==> config.mk <==
export PLATFORM = sky130hd
export DESIGN_NAME = uart_rx_fifo
export DESIGN_NICKNAME = d
export VERILOG_FILES = /design/src/rtl/uart_pkg.sv /design/src/rtl/uart_rx_fifo_mem.sv /design/src/rtl/uart_rx_fifo.sv
export SDC_FILE = /design/constraint.sdc
export NUM_CORES = 1
export LEC_CHECK = 0
export ABC_AREA = 1
export CORE_MARGIN = 3
export CORE_UTILIZATION = 55
export DETAILED_ROUTE_END_ITERATION = 12
export PLACE_DENSITY = 0.77
export SLEW_MARGIN = 20
export SYNTH_ARGS = -nofsm -noshare
export SYNTH_HDL_FRONTEND = slang
export SYNTH_SLANG_ARGS = --single-unit
==> constraint.sdc <==
create_clock -name clk -period 5.3 [get_ports clk]
set_clock_uncertainty 0.1 [all_clocks]
set_input_delay 1.06 -clock clk [delete_from_list [all_inputs] [get_ports clk]]
set_output_delay 1.06 -clock clk [all_outputs]
set_load 0.02 [all_outputs]
==> src/rtl/uart_pkg.sv <==
// Shared constants for the UART receive path: FSM encodings,
// parity-mode codes and divisor limits.
package uart_pkg;

    localparam logic [2:0] ST_IDLE     = 3'd0;
    localparam logic [2:0] ST_START    = 3'd1;
    localparam logic [2:0] ST_DATA     = 3'd2;
    localparam logic [2:0] ST_PARITY   = 3'd3;
    localparam logic [2:0] ST_STOP     = 3'd4;
    localparam logic [2:0] ST_STOP2    = 3'd5;
    localparam logic [2:0] ST_BRK_WAIT = 3'd6;

    localparam logic [1:0] PAR_NONE = 2'b00;
    localparam logic [1:0] PAR_EVEN = 2'b01;
    localparam logic [1:0] PAR_ODD  = 2'b10;

    localparam int UART_DEFAULT_DIV = 13'h1869;
    localparam int MIN_DIV          = 4;

    function automatic logic parity_enabled(input logic [1:0] mode);
        logic en;
        en = 1'b0;
        unique case (1'b1)
            mode == PAR_EVEN: en = 1'b1;
            mode == PAR_ODD:  en = 1'b1;
            default:          en = 1'b0;
        endcase
        return en;
    endfunction

endpackage

==> src/rtl/uart_rx_fifo_mem.sv <==
// Small synchronous FIFO with same-cycle push/pop and a
// combinational head; the head reads as zero while empty.
module uart_rx_fifo_mem
    import uart_pkg::*;
#(
    parameter int WIDTH = 11,
    parameter int DEPTH = 4
) (
    input  logic                       clk,
    input  logic                       reset,
    input  logic                       push,
    input  logic [WIDTH-1:0]           wdata,
    input  logic                       pop,
    output logic [WIDTH-1:0]           rdata,
    output logic                       full,
    output logic                       empty,
    output logic [$clog2(DEPTH):0]     level
);

    localparam int AW = $clog2(DEPTH);
    localparam int LW = AW + 1;

    logic [WIDTH-1:0] mem [DEPTH];
    logic [AW-1:0]    wr_ptr;
    logic [AW-1:0]    rd_ptr;
    logic             do_push;
    logic             do_pop;

    assign full    = level == LW'(DEPTH);
    assign empty   = level == '0;
    assign do_pop  = pop && !empty;
    assign do_push = push && (!full || do_pop);
    assign rdata   = empty ? '0 : mem[rd_ptr];

    always_ff @(posedge clk) begin
        if (do_push) begin
            mem[wr_ptr] <= wdata;
        end
    end

    // Power-of-two depth lets the pointers wrap on overflow.
    always_ff @(posedge clk or posedge reset) begin
        if (reset) begin
            wr_ptr <= '0;
            rd_ptr <= '0;
            level  <= '0;
        end else begin
            if (do_push) wr_ptr <= wr_ptr + AW'(1);
            if (do_pop)  rd_ptr <= rd_ptr + AW'(1);
            unique case ({do_push, do_pop})
                2'b10:   level <= level + LW'(1);
                2'b01:   level <= level - LW'(1);
                default: level <= level;
            endcase
        end
    end

endmodule

==> src/rtl/uart_rx_fifo.sv <==
// UART receiver with mid-bit sampling, parity/framing/break
// detection and a ready/valid receive FIFO.
module uart_rx_fifo
    import uart_pkg::*;
#(
    parameter int DATA_BITS   = 8,
    parameter int DIV_WIDTH   = 13,
    parameter int DEFAULT_DIV = UART_DEFAULT_DIV,
    parameter int FIFO_DEPTH  = 4
) (
    input  logic                          clk,
    input  logic                          reset,
    input  logic                          rx,
    input  logic [DIV_WIDTH-1:0]          speed,
    input  logic                          set_speed,
    input  logic [1:0]                    parity_mode,
    input  logic                          stop2,
    output logic [DATA_BITS-1:0]          rx_data,
    output logic                          rx_frame_err,
    output logic                          rx_parity_err,
    output logic                          rx_break,
    output logic                          rx_valid,
    input  logic                          rx_ready,
    output logic [$clog2(FIFO_DEPTH):0]   rx_level,
    output logic                          overrun,
    input  logic                          clear_overrun,
    output logic                          busy
);

    localparam int EW = DATA_BITS + 3;

    logic                 sync1;
    logic                 rxs;
    logic [DIV_WIDTH-1:0] div_reg;
    logic [DIV_WIDTH-1:0] div;
    logic [DIV_WIDTH-1:0] cnt;
    logic [2:0]           state;
    logic [3:0]           bcnt;
    logic [DATA_BITS-1:0] shreg;
    logic                 par_bit;
    logic                 par_err;
    logic                 half_hit;
    logic                 bit_hit;
    logic                 par_exp;
    logic                 push;
    logic                 pop;
    logic                 full;
    logic                 empty;
    logic                 brk;
    logic [EW-1:0]        wdata;
    logic [EW-1:0]        rdata;

    always_ff @(posedge clk or posedge reset) begin
        if (reset) begin
            sync1 <= 1'b1;
            rxs   <= 1'b1;
        end else begin
            sync1 <= rx;
            rxs   <= sync1;
        end
    end

    assign div      = (div_reg < DIV_WIDTH'(MIN_DIV)) ?
                      DIV_WIDTH'(MIN_DIV) : div_reg;
    assign half_hit = cnt == (div >> 1) - DIV_WIDTH'(1);
    assign bit_hit  = cnt == div - DIV_WIDTH'(1);
    assign par_exp  = (^shreg) ^ (parity_mode == PAR_ODD);

    // A break needs an all-zero frame up to and including stop 1.
    assign brk   = (state == ST_STOP) && !rxs && (shreg == '0) && !par_bit;
    assign wdata = {brk, !rxs, par_err, shreg};
    assign push  = bit_hit && !set_speed &&
                   (((state == ST_STOP) && !(rxs && stop2)) ||
                    (state == ST_STOP2));
    assign pop   = rx_valid && rx_ready;
    assign busy  = state != ST_IDLE;

    always_ff @(posedge clk or posedge reset) begin
        if (reset) begin
            div_reg <= DIV_WIDTH'(DEFAULT_DIV);
            state   <= ST_IDLE;
            cnt     <= '0;
            bcnt    <= '0;
            shreg   <= '0;
            par_bit <= 1'b0;
            par_err <= 1'b0;
        end else if (set_speed) begin
            div_reg <= speed;
            state   <= ST_IDLE;
            cnt     <= '0;
        end else begin
            cnt <= cnt + DIV_WIDTH'(1);
            unique case (state)
                ST_IDLE: begin
                    cnt     <= '0;
                    par_bit <= 1'b0;
                    par_err <= 1'b0;
                    if (!rxs) state <= ST_START;
                end
                ST_START: begin
                    if (half_hit) begin
                        cnt   <= '0;
                        bcnt  <= '0;
                        state <= rxs ? ST_IDLE : ST_DATA;
                    end
                end
                ST_DATA: begin
                    if (bit_hit) begin
                        cnt   <= '0;
                        shreg <= {rxs, shreg[DATA_BITS-1:1]};
                        bcnt  <= bcnt + 4'd1;
                        if (bcnt == 4'(DATA_BITS - 1)) begin
                            state <= parity_enabled(parity_mode) ?
                                     ST_PARITY : ST_STOP;
                        end
                    end
                end
                ST_PARITY: begin
                    if (bit_hit) begin
                        cnt     <= '0;
                        par_bit <= rxs;
                        par_err <= rxs != par_exp;
                        state   <= ST_STOP;
                    end
                end
                ST_STOP: begin
                    if (bit_hit) begin
                        cnt <= '0;
                        if (rxs && stop2) state <= ST_STOP2;
                        else state <= rxs ? ST_IDLE : ST_BRK_WAIT;
                    end
                end
                ST_STOP2: begin
                    if (bit_hit) begin
                        cnt   <= '0;
                        state <= rxs ? ST_IDLE : ST_BRK_WAIT;
                    end
                end
                ST_BRK_WAIT: begin
                    cnt <= '0;
                    if (rxs) state <= ST_IDLE;
                end
                default: state <= ST_IDLE;
            endcase
        end
    end

    // A new drop wins over a simultaneous clear.
    always_ff @(posedge clk or posedge reset) begin
        if (reset) begin
            overrun <= 1'b0;
        end else if (push && full && !pop) begin
            overrun <= 1'b1;
        end else if (clear_overrun) begin
            overrun <= 1'b0;
        end
    end

    uart_rx_fifo_mem #(
        .WIDTH (EW),
        .DEPTH (FIFO_DEPTH)
    ) u_mem (
        .clk   (clk),
        .reset (reset),
        .push  (push),
        .wdata (wdata),
        .pop   (pop),
        .rdata (rdata),
        .full  (full),
        .empty (empty),
        .level (rx_level)
    );

    assign rx_valid      = !empty;
    assign rx_break      = rdata[EW-1];
    assign rx_frame_err  = rdata[EW-2];
    assign rx_parity_err = rdata[EW-3];
    assign rx_data       = rdata[DATA_BITS-1:0];

endmodule

==> results of run 1 <==
[cell families (layout without fill, tap and decap cells)]
group / count (synthesis) / count (layout) / synth area share [%]
compound gates: 83 / 83 / 7.92
xor+xnor: 52 / 52 / 8.54
fa+ha+maj: 14 / 14 / 3.27
buf+inv: 103 / 133 / 7.38
flops: 97 / 97 / 47.6
simple gates: 317 / 317 / 25.3
[cell usage after synthesis, drive strengths merged]
library cell	count
nand2	132
nor2	105
inv	77
o21ai	54
nand3	53
dfrtp	45
edfxtp	44
xor2	34
a21oi	22
clkbuf	21
xnor2	17
ha	13
nor3	10
nand4	9
dfstp	8
buf	5
nand3b	3
or2	3
a311oi	1
a31oi	1
fa	1
nor2b	1
nor4	1
o2111ai	1
o211ai	1
o21bai	1
o22ai	1
o41ai	1
xnor3	1
[worst paths after layout]
kind / from / end / slack [ns] / cells past startpoint
setup / recovery: div_reg[7]$_DFFE_PP0P_ / u_mem.mem[1][8]$_DFFE_PP_ / 0.90 / 20
hold / removal: sync1$_DFF_PP1_ / rxs$_DFF_PP1_ / 0.26 / 0
setup reg to reg: div_reg[7]$_DFFE_PP0P_ / u_mem.mem[1][8]$_DFFE_PP_ / 0.90 / 20
hold reg to reg: sync1$_DFF_PP1_ / rxs$_DFF_PP1_ / 0.26 / 0
max in group asynchronous: reset / div_reg[9]$_DFFE_PP0P_ / 3.54 / 3
min in group asynchronous: reset / cnt[1]$_DFF_PP0_ / 1.10 / 3
[cells in the final DEF (no fill, tap or decap), drive strengths merged, types with 2 or more instances in the layout]
cell type      Yosys  routed
nand2            132     132
nor2             105     105
inv               77      81
o21ai             54      54
nand3             53      53
dfrtp             45      45
edfxtp            44      44
clkdlybuf4s50      0      38
xor2              34      34
a21oi             22      22
xnor2             17      17
ha                13      13
nor3              10      10
clkbuf            21      10
nand4              9       9
dfstp              8       8
nand3b             3       3
or2                3       3
buf                5       2
[stage by stage]
stage / util [%] / total power [mW]
after floorplan: - / 1.52
after global placement: 61.3 / 1.79
after detailed placement: 61.3 / 1.81
after CTS: 63.1 / 2.25
after global routing: 63.1 / 2.40
final: 63.1 / 2.24
[layer usage]
metal	global-route usage, %	up-vias
li1	-	2200
met3	3.67	20
met4	7.03	0
met5	0	-
met2	32.6	113
met1	31.1	2018
[worst register-to-register path, stage by stage, from the launching register on]
cell	delay, ns
dfrtp_1	0.45
nor2_2	0.20
nand2_1	0.10
nor2_2	0.12
nand2_2	0.18
nand2_1	0.18
ha_1	0.26
nand3_1	0.26
inv_1	0.20
nand2_1	0.11
nor2_1	0.22
nand3b_1	0.10
nand2_1	0.10
nand2_1	0.05
nor2_1	0.10
nand3_2	0.11
nor2_4	0.14
nand3_4	0.13
nor2_8	0.16
inv_1	0.10
nor2_1	0.68
[power by group]
| group | internal [mW] | leakage [nW] | switching [mW] |
|---|---|---|---|
| combinational | 0.357 | 1.42 | 0.513 |
| clock | 0.176 | 0.0857 | 0.265 |
| sequential | 0.830 | 1.15 | 0.0963 |
[layout make-up]
cell class              instances  area [µm²]  area share (%)
repair buffers                 40         395            6.39
well taps                     133         166            2.69
flip-flops and latches         97        2660            42.9
clock inverters                 6        46.3           0.748
inverters                      77         289            4.67
multi-input cells             466        2510            40.5
clock buffers                  10         128            2.06
==> flow_metrics.py, run 1 <==
metrics = {
    "run_status": {
        "outcome": "completed",
    },
    "sta": {
        "hold_ws_ns": 0.262,
        "report.final.slew_viol_count": 0,
        "rsz0062_at_grt": "false",
        "finalSetupViolCount": 0,
        "min_period_over_period_pct": 83.0,
        "max_freq_mhz": 227,
        "fin_crit_ns": 4.40,
        "slew_headroom_pct": 41.4,
        "hold_violations": 0,
        "setup_tns_ns": 0,
        "fin_ws_ns": 0.901,
        "tightest_slew_ns": 0.876,
    },
    "finish": {
        "layout.cells.non_filler": 829,
        "n_antenna_cell": 0,
        "syn_to_final_growth_pct": 11.0,
        "fin_area_um2": 6190,
        "drive_gt1_share_pct": 7.76,
        "n_fill_cell": 856,
        "largest_reg_flops": 44,
        "fin_nets": 727,
    },
    "placed_design": {
        "place.gp.congestion": 0.885,
        "place_area_um2": 6020,
        "placed_cells": 813,
        "dp_slack_ns": 0.866,
        "dp_hpwl_um": 8370,
        "io_buffers": 38,
    },
    "critical_path": {
        "crit_chain": "nor2_2 -> nand2_1 -> nor2_2 -> nand2_2 -> nand2_1 -> ha_1 -> nand3_1 -> inv_1 -> nand2_1 -> nor2_1 -> nand3b_1 -> nand2_1 -> nand2_1 -> nor2_1 -> nand3_2 -> nor2_4 -> nand3_4 -> nor2_8 -> inv_1 -> nor2_1",
        "path_max_fanout": 13,
        "path_buf_inv": 2,
        "required_ns": 5.20,
        "arrival_ns": 4.30,
        "crit_path_frequent_cell": "nand2_1",
        "critical-path-top-delay-family": "simple AND/OR/NAND/NOR gates",
        "cp_slowest_cell": "nor2_1",
        "slowest_delay_ns": 0.68,
        "end_kind": "flop",
        "path_class": "reg -> reg",
        "setup.worst_path.start_class": "flop",
    },
    "logic_synthesis": {
        "syn_area_per_cell_um2": 8.38,
        "ys_seq_area_share_pct": 47.6,
        "syn_area_um2": 5580,
        "synth_largest_area_cell": "edfxtp_1",
        "synthTopCellsByArea": "edfxtp_1, dfrtp_1, nand2_1",
        "syn_inst": 666,
        "ys_ff_latch": 97,
        "ys_warn_count": 0,
        "synthDistinctLibCells": 44,
        "syn_nets": 702,
        "synth_top_area_share_pct": 23.7,
    },
    "clocking": {
        "hold_buffers": 0,
        "worstSkewPairLatency_ns": 0.37,
        "cts-root-buf": "clkbuf_8",
        "post_cts_resize_count": 0,
        "ctsHtreeMaxLevel": 3,
        "cts_buffers": 9,
        "post_cts_buffers": 0,
        "clock_path_buffers": 2,
        "cts.sinks": 97,
        "cts_tree": "yes",
        "worst_setup_hold_path_clk_slew_ns": 0.09,
    },
    "power_and_ir_drop": {
        "powerDensity_nw_per_um2": 361,
        "p_leak_nw": 2.66,
        "ir_worst_vdd_mv": 0.200,
    },
    "job": {
        "drv_cap": 0,
    },
    "detailed_routing": {
        "vias": 4351,
        "via_per_inst": 5.25,
        "wl_met3_um": 605,
        "dr_wl_met2_um": 5070,
        "wl_per_cell_um": 13.6,
        "drtIter0Drc": 357,
        "ant_nets": 0,
        "highest_layer": "met4",
        "drt_first_pass_iters": 5,
        "met1_length_um": 5410,
        "wirelength_um": 11300,
        "drc": 0,
    },
    "die": {
        "initial_core_util_pct": 56.8,
        "dieWidth_um": 107,
        "dieHeight_um": 107,
        "design.die.area_um2": 11400,
        "coreArea_um2": 9820,
        "rows": 36,
        "ios": 39,
    },
    "min_path": {
        "hold_class": "reg -> reg",
    },
    "global_routing": {
        "grt_pass1_wl_um": 19400,
        "grt_pass1_vias": 4102,
        "grt_max_degree": 54,
        "track_usage_pct": 21.3,
        "grt_antenna_before_repair": 0,
        "grt_overflow": 0,
    },
}
(Power assumes the default switching activity.)
==> inputs of run 2 (changes only) <==
--- a/config.mk
+++ b/config.mk
@@ -7,9 +7,9 @@
 export LEC_CHECK = 0
 export ABC_AREA = 1
 export CORE_MARGIN = 3
-export CORE_UTILIZATION = 55
+export CORE_UTILIZATION = 54
 export DETAILED_ROUTE_END_ITERATION = 12
-export PLACE_DENSITY = 0.77
+export PLACE_DENSITY = 0.79
 export SLEW_MARGIN = 20
 export SYNTH_ARGS = -nofsm -noshare
 export SYNTH_HDL_FRONTEND = slang
==> constraint.sdc (replaced) <==
create_clock -name clk -period 3.6 [get_ports clk]
set_clock_uncertainty 0.1 [all_clocks]
set_input_delay 0.72 -clock clk [delete_from_list [all_inputs] [get_ports clk]]
set_output_delay 0.72 -clock clk [all_outputs]
set_load 0.02 [all_outputs]
==> flow_metrics.py, run 2 (synthesized netlist as in run 1, its figures left out) <==
metrics = {
    "job": {
        "drv_cap": 0,
    },
    "detailed_routing": {
        "ant_nets": 0,
        "via_per_inst": 5.32,
        "drt_first_pass_iters": 5,
        "wirelength_um": 12500,
        "vias": 4575,
        "drc": 0,
        "drtIter0Drc": 336,
        "wl_per_cell_um": 14.6,
    },
    "die": {
        "coreArea_um2": 9910,
        "initial_core_util_pct": 56.3,
        "dieHeight_um": 108,
        "dieWidth_um": 108,
        "rows": 36,
        "ios": 39,
        "design.die.area_um2": 11600,
    },
    "global_routing": {
        "grt_overflow": 0,
        "grt_max_degree": 54,
        "grt_pass1_vias": 4399,
        "grt_antenna_before_repair": 0,
        "grt_pass1_wl_um": 20600,
        "track_usage_pct": 22.3,
    },
    "finish": {
        "layout_commonest_cell": "nand2_1",
        "drive_gt1_share_pct": 14.2,
        "final_cell_mix": "nand2_1, nor2_1, inv_1",
        "syn_to_final_growth_pct": 17.5,
        "largest_reg_flops": 44,
        "fin_nets": 758,
        "n_antenna_cell": 0,
    },
    "power_and_ir_drop": {
        "p_leak_nw": 2.85,
        "powerDensity_nw_per_um2": 525,
        "ir_worst_vdd_mv": 0.432,
    },
    "sta": {
        "fin_crit_ns": 3.52,
        "tightest_slew_ns": 0.843,
        "max_freq_mhz": 284,
        "hold_violations": 0,
        "finalSetupViolCount": 0,
        "setup_tns_ns": 0,
        "report.final.slew_viol_count": 0,
        "slew_headroom_pct": 43.3,
        "fin_ws_ns": 0.0813,
        "min_period_over_period_pct": 97.7,
    },
    "critical_path": {
        "path_buf_inv": 6,
        "crit_path_frequent_cell": "nand3_1",
        "path_class": "reg -> reg",
        "end_kind": "flop",
        "critical-path-top-delay-family": "simple AND/OR/NAND/NOR gates",
        "setup.worst_path.start_class": "flop",
        "slowest_delay_ns": 0.63,
        "crit_chain": "nor2_4 -> nand2_1 -> nor2_2 -> nand2_4 -> buf_6 -> nand2_4 -> ha_1 -> buf_4 -> inv_1 -> nand3_1 -> nand3_1 -> nand3_1 -> nor2_2 -> nand3_2 -> nor2_4 -> nand3_4 -> buf_4 -> nor2_8 -> inv_1 -> nor2_1 -> buf_6",
        "cp_slowest_cell": "dfstp_2",
        "required_ns": 3.59,
        "arrival_ns": 3.51,
        "path_max_fanout": 11,
    },
    "placed_design": {
        "place.gp.congestion": 0.967,
        "dp_slack_ns": -0.000913,
        "io_buffers": 38,
        "dp_hpwl_um": 8730,
    },
    "clocking": {
        "clock_path_buffers": 2,
        "cts_tree": "yes",
        "cts_buffers": 9,
        "hold_buffers": 0,
        "worstSkewPairLatency_ns": 0.37,
        "cts-root-buf": "clkbuf_8",
        "cts.sinks": 97,
        "ctsHtreeMaxLevel": 3,
        "worst_setup_hold_path_clk_slew_ns": 0.11,
    },
    "min_path": {
        "hold_class": "reg -> reg",
    },
    "run_status": {
        "outcome": "completed",
    },
}
run 2: metrics by stage:
stage	power (mW)	area, µm²	std cells	utilization (%)	hold WS, ns
after floorplan	2.24	5580	666	-	0.245
after global placement	2.68	6180	835	62.4	0.247
after detailed placement	2.71	6180	835	62.4	0.247
after CTS	3.42	6400	851	64.6	0.263
after global routing	3.67	6560	860	66.1	0.267
final	3.44	6560	860	66.1	0.262
run 2: layout make-up:
| type | instances | area [µm²] |
|---|---|---|
| clock buffers | 9 | 124 |
| clock inverters | 7 | 73.8 |
| repair buffers | 71 | 636 |
| well taps | 133 | 166 |
| fillers | 800 | 3350 |
| multi-input cells | 466 | 2610 |
| inverters | 77 | 289 |
| flip-flops and latches | 97 | 2660 |
run 2: layer usage:
layer | GRT usage, % | share of wire, %
met3 | 3.66 | 4.5
met4 | 6.85 | 1.4
met2 | 36.1 | 48
met5 | 0 | 0
met1 | 30.9 | 46
run 2: worst paths after layout:
| kind | from | endpoint | slack (ns) | depth (start not counted) |
|---|---|---|---|---|
| max in group asynchronous | reset | shreg[6]$_DFFE_PP0P_ | 2.19 | 3 |
| hold reg to reg | sync1$_DFF_PP1_ | rxs$_DFF_PP1_ | 0.26 | 0 |
| setup / recovery | div_reg[3]$_DFFE_PP1P_ | u_mem.mem[1][1]$_DFFE_PP_ | 0.08 | 21 |
| min in group asynchronous | reset | u_mem.rd_ptr[0]$_DFFE_PP0P_ | 0.74 | 3 |
| hold / removal | sync1$_DFF_PP1_ | rxs$_DFF_PP1_ | 0.26 | 0 |
| setup reg to reg | div_reg[3]$_DFFE_PP1P_ | u_mem.mem[1][1]$_DFFE_PP_ | 0.08 | 21 |
run 2: what timing repair did:
item,in CTS,in global routing
setup buffers,0,9
gates resized for setup,6,21
setup endpoints to repair,45,63
pin swaps,0,5
run 2: report_power, final:
group,total (mW),switching [mW],internal [mW]
combinational,1.42,0.856,0.565
sequential,1.31,0.0894,1.22
clock,0.709,0.431,0.278
==> inputs of run 3 (changes only) <==
--- a/config.mk
+++ b/config.mk
@@ -6,10 +6,12 @@
 export NUM_CORES = 1
 export LEC_CHECK = 0
 export ABC_AREA = 1
+export CAP_MARGIN = 25
 export CORE_MARGIN = 3
 export CORE_UTILIZATION = 54
 export DETAILED_ROUTE_END_ITERATION = 12
 export PLACE_DENSITY = 0.79
+export REMOVE_ABC_BUFFERS = 1
 export SLEW_MARGIN = 20
 export SYNTH_ARGS = -nofsm -noshare
 export SYNTH_HDL_FRONTEND = slang
==> flow_metrics.py, run 3 (synthesized netlist as in run 1, its figures left out) <==
metrics = {
    "critical_path": {
        "setup.worst_path.start_class": "flop",
        "startpoint": "div_reg[6]$_DFFE_PP1P_",
        "arrival_ns": 3.39,
        "reg2reg_slack_ns": 0.20,
        "reg2reg_to": "u_mem.mem[2][10]$_DFFE_PP_",
        "required_ns": 3.59,
        "end_kind": "flop",
        "cp-endpoint": "u_mem.mem[2][10]$_DFFE_PP_",
        "path_class": "reg -> reg",
        "rr_startpoint": "div_reg[6]$_DFFE_PP1P_",
        "path_max_fanout": 11,
        "r2r_cells": 21,
    },
    "min_path": {
        "hp-start": "sync1$_DFF_PP1_",
        "hold_class": "reg -> reg",
    },
    "detailed_routing": {
        "drc": 0,
        "ant_nets": 0,
        "via_per_inst": 5.24,
        "drtIter0Drc": 219,
        "drt_first_pass_iters": 5,
        "vias": 4492,
        "wl_per_cell_um": 14.8,
        "wirelength_um": 12700,
    },
    "finish": {
        "n_antenna_cell": 0,
        "syn_to_final_growth_pct": 18.0,
        "fin_nets": 756,
        "utilization_pct": 66.4,
        "drive_gt1_share_pct": 14.2,
        "layout.cells.non_filler": 858,
        "largest_reg_flops": 44,
        "fin_area_um2": 6580,
        "layout_commonest_cell": "nand2_1",
        "final_cell_mix": "nand2_1, nor2_1, inv_1",
    },
    "clocking": {
        "cts.sinks": 97,
        "ctsHtreeMaxLevel": 3,
        "cts-root-buf": "clkbuf_8",
        "hold_buffers": 0,
        "worst_setup_hold_path_clk_slew_ns": 0.11,
        "cts_tree": "yes",
        "cts_buffers": 9,
        "worstSkewPairLatency_ns": 0.38,
        "clock_path_buffers": 2,
    },
    "die": {
        "initial_core_util_pct": 56.3,
        "dieHeight_um": 108,
        "rows": 36,
        "coreArea_um2": 9910,
        "design.die.area_um2": 11600,
        "dieWidth_um": 108,
        "ios": 39,
    },
    "placed_design": {
        "dp_hpwl_um": 9470,
        "dp_slack_ns": 0.0121,
        "place.gp.congestion": 0.899,
        "placed_cells": 835,
        "place_area_um2": 6200,
        "io_buffers": 38,
    },
    "sta": {
        "rsz0062_at_grt": "true",
        "report.final.slew_viol_count": 0,
        "hold_violations": 0,
        "finalSetupViolCount": 0,
        "fin_crit_ns": 3.40,
        "max_freq_mhz": 294,
        "slew_headroom_pct": 50.7,
        "min_period_over_period_pct": 94.4,
        "tightest_slew_ns": 0.736,
        "fin_ws_ns": 0.203,
    },
    "global_routing": {
        "grt_max_degree": 31,
        "grt_antenna_before_repair": 0,
        "grt_pass1_vias": 4514,
        "grt_pass1_wl_um": 20900,
        "track_usage_pct": 23.2,
        "grt_overflow": 0,
    },
    "power_and_ir_drop": {
        "p_leak_nw": 2.84,
        "powerDensity_nw_per_um2": 531,
        "total_power_mw": 3.50,
        "ir_worst_vdd_mv": 0.337,
    },
    "run_status": {
        "outcome": "completed",
    },
    "job": {
        "drv_cap": 0,
    },
}
==> run 3: changes by cell type in the layout (fill, tap and decap cells not counted), sizes merged <==
cell | before | now
bufinv | 0 | 1
clkinvlp | 0 | 1
buf | 33 | 31
inv | 82 | 80
==> run 3: area by class of cell <==
| cell class | instances | area (µm²) |
|---|---|---|
| Fill cell | 815 | 3330 |
| Inverter | 77 | 289 |
| Clock buffer | 9 | 124 |
| Tap cell | 133 | 166 |
| Timing Repair Buffer | 69 | 641 |
| Clock inverter | 7 | 96.3 |
| Multi-Input combinational cell | 466 | 2610 |
| Sequential cell | 97 | 2660 |
==> run 3: stage by stage <==
stage / TNS [ns] / hold WS, ns
after global placement: 0 / 0.247
after global routing: -2.01 / 0.276
after CTS: 0 / 0.268
final: 0 / 0.266
after detailed placement: 0 / 0.248
after floorplan: -6.06 / 0.245
==> run 3: power by group <==
part / switching [mW] / internal (mW)
registers: 0.104 / 1.22
logic: 0.831 / 0.568
clock network: 0.428 / 0.343
==> run 3: how the worst min path moves through the flow <==
stage                          to  cells after the start
CTS                 rxs$_DFF_PP1_                      0
detailed placement  rxs$_DFF_PP1_                      0
global route        rxs$_DFF_PP1_                      0
floorplan           rxs$_DFF_PP1_                      0
finish              rxs$_DFF_PP1_                      0
global placement    rxs$_DFF_PP1_                      0
==> run 3: timing repair <==
item | CTS | global route
setup buffers | 0 | 7
endpoints found under the setup margin | 0 | 68
gates resized for setup | 0 | 25
endpoints found under the hold margin | 0 | 0
==> run 3: routing by layer <==
metal	GRT usage, %	wire [µm]
met1	28.4	5420
met2	40.1	6430
met3	3.42	623
met4	10.8	249
met5	0	0
==> run 3: worst max-delay path, stage by stage, from the launching register on <==
cell and delay, ns:
dfstp_2 0.58, nor2_2 0.04, nand2_1 0.11, nor2_2 0.06, nand2_2 0.12, nand2_2 0.09, buf_4 0.16, ha_4 0.22
xnor2_2 0.14, a21oi_1 0.13, nand2_1 0.08, a21oi_2 0.10, nand2_1 0.08, nor2_2 0.10, nand3_2 0.11, nor2_4 0.16
nand3_4 0.09, buf_4 0.17, nor2_8 0.07, inv_1 0.07, nor2_1 0.14, buf_6 0.18
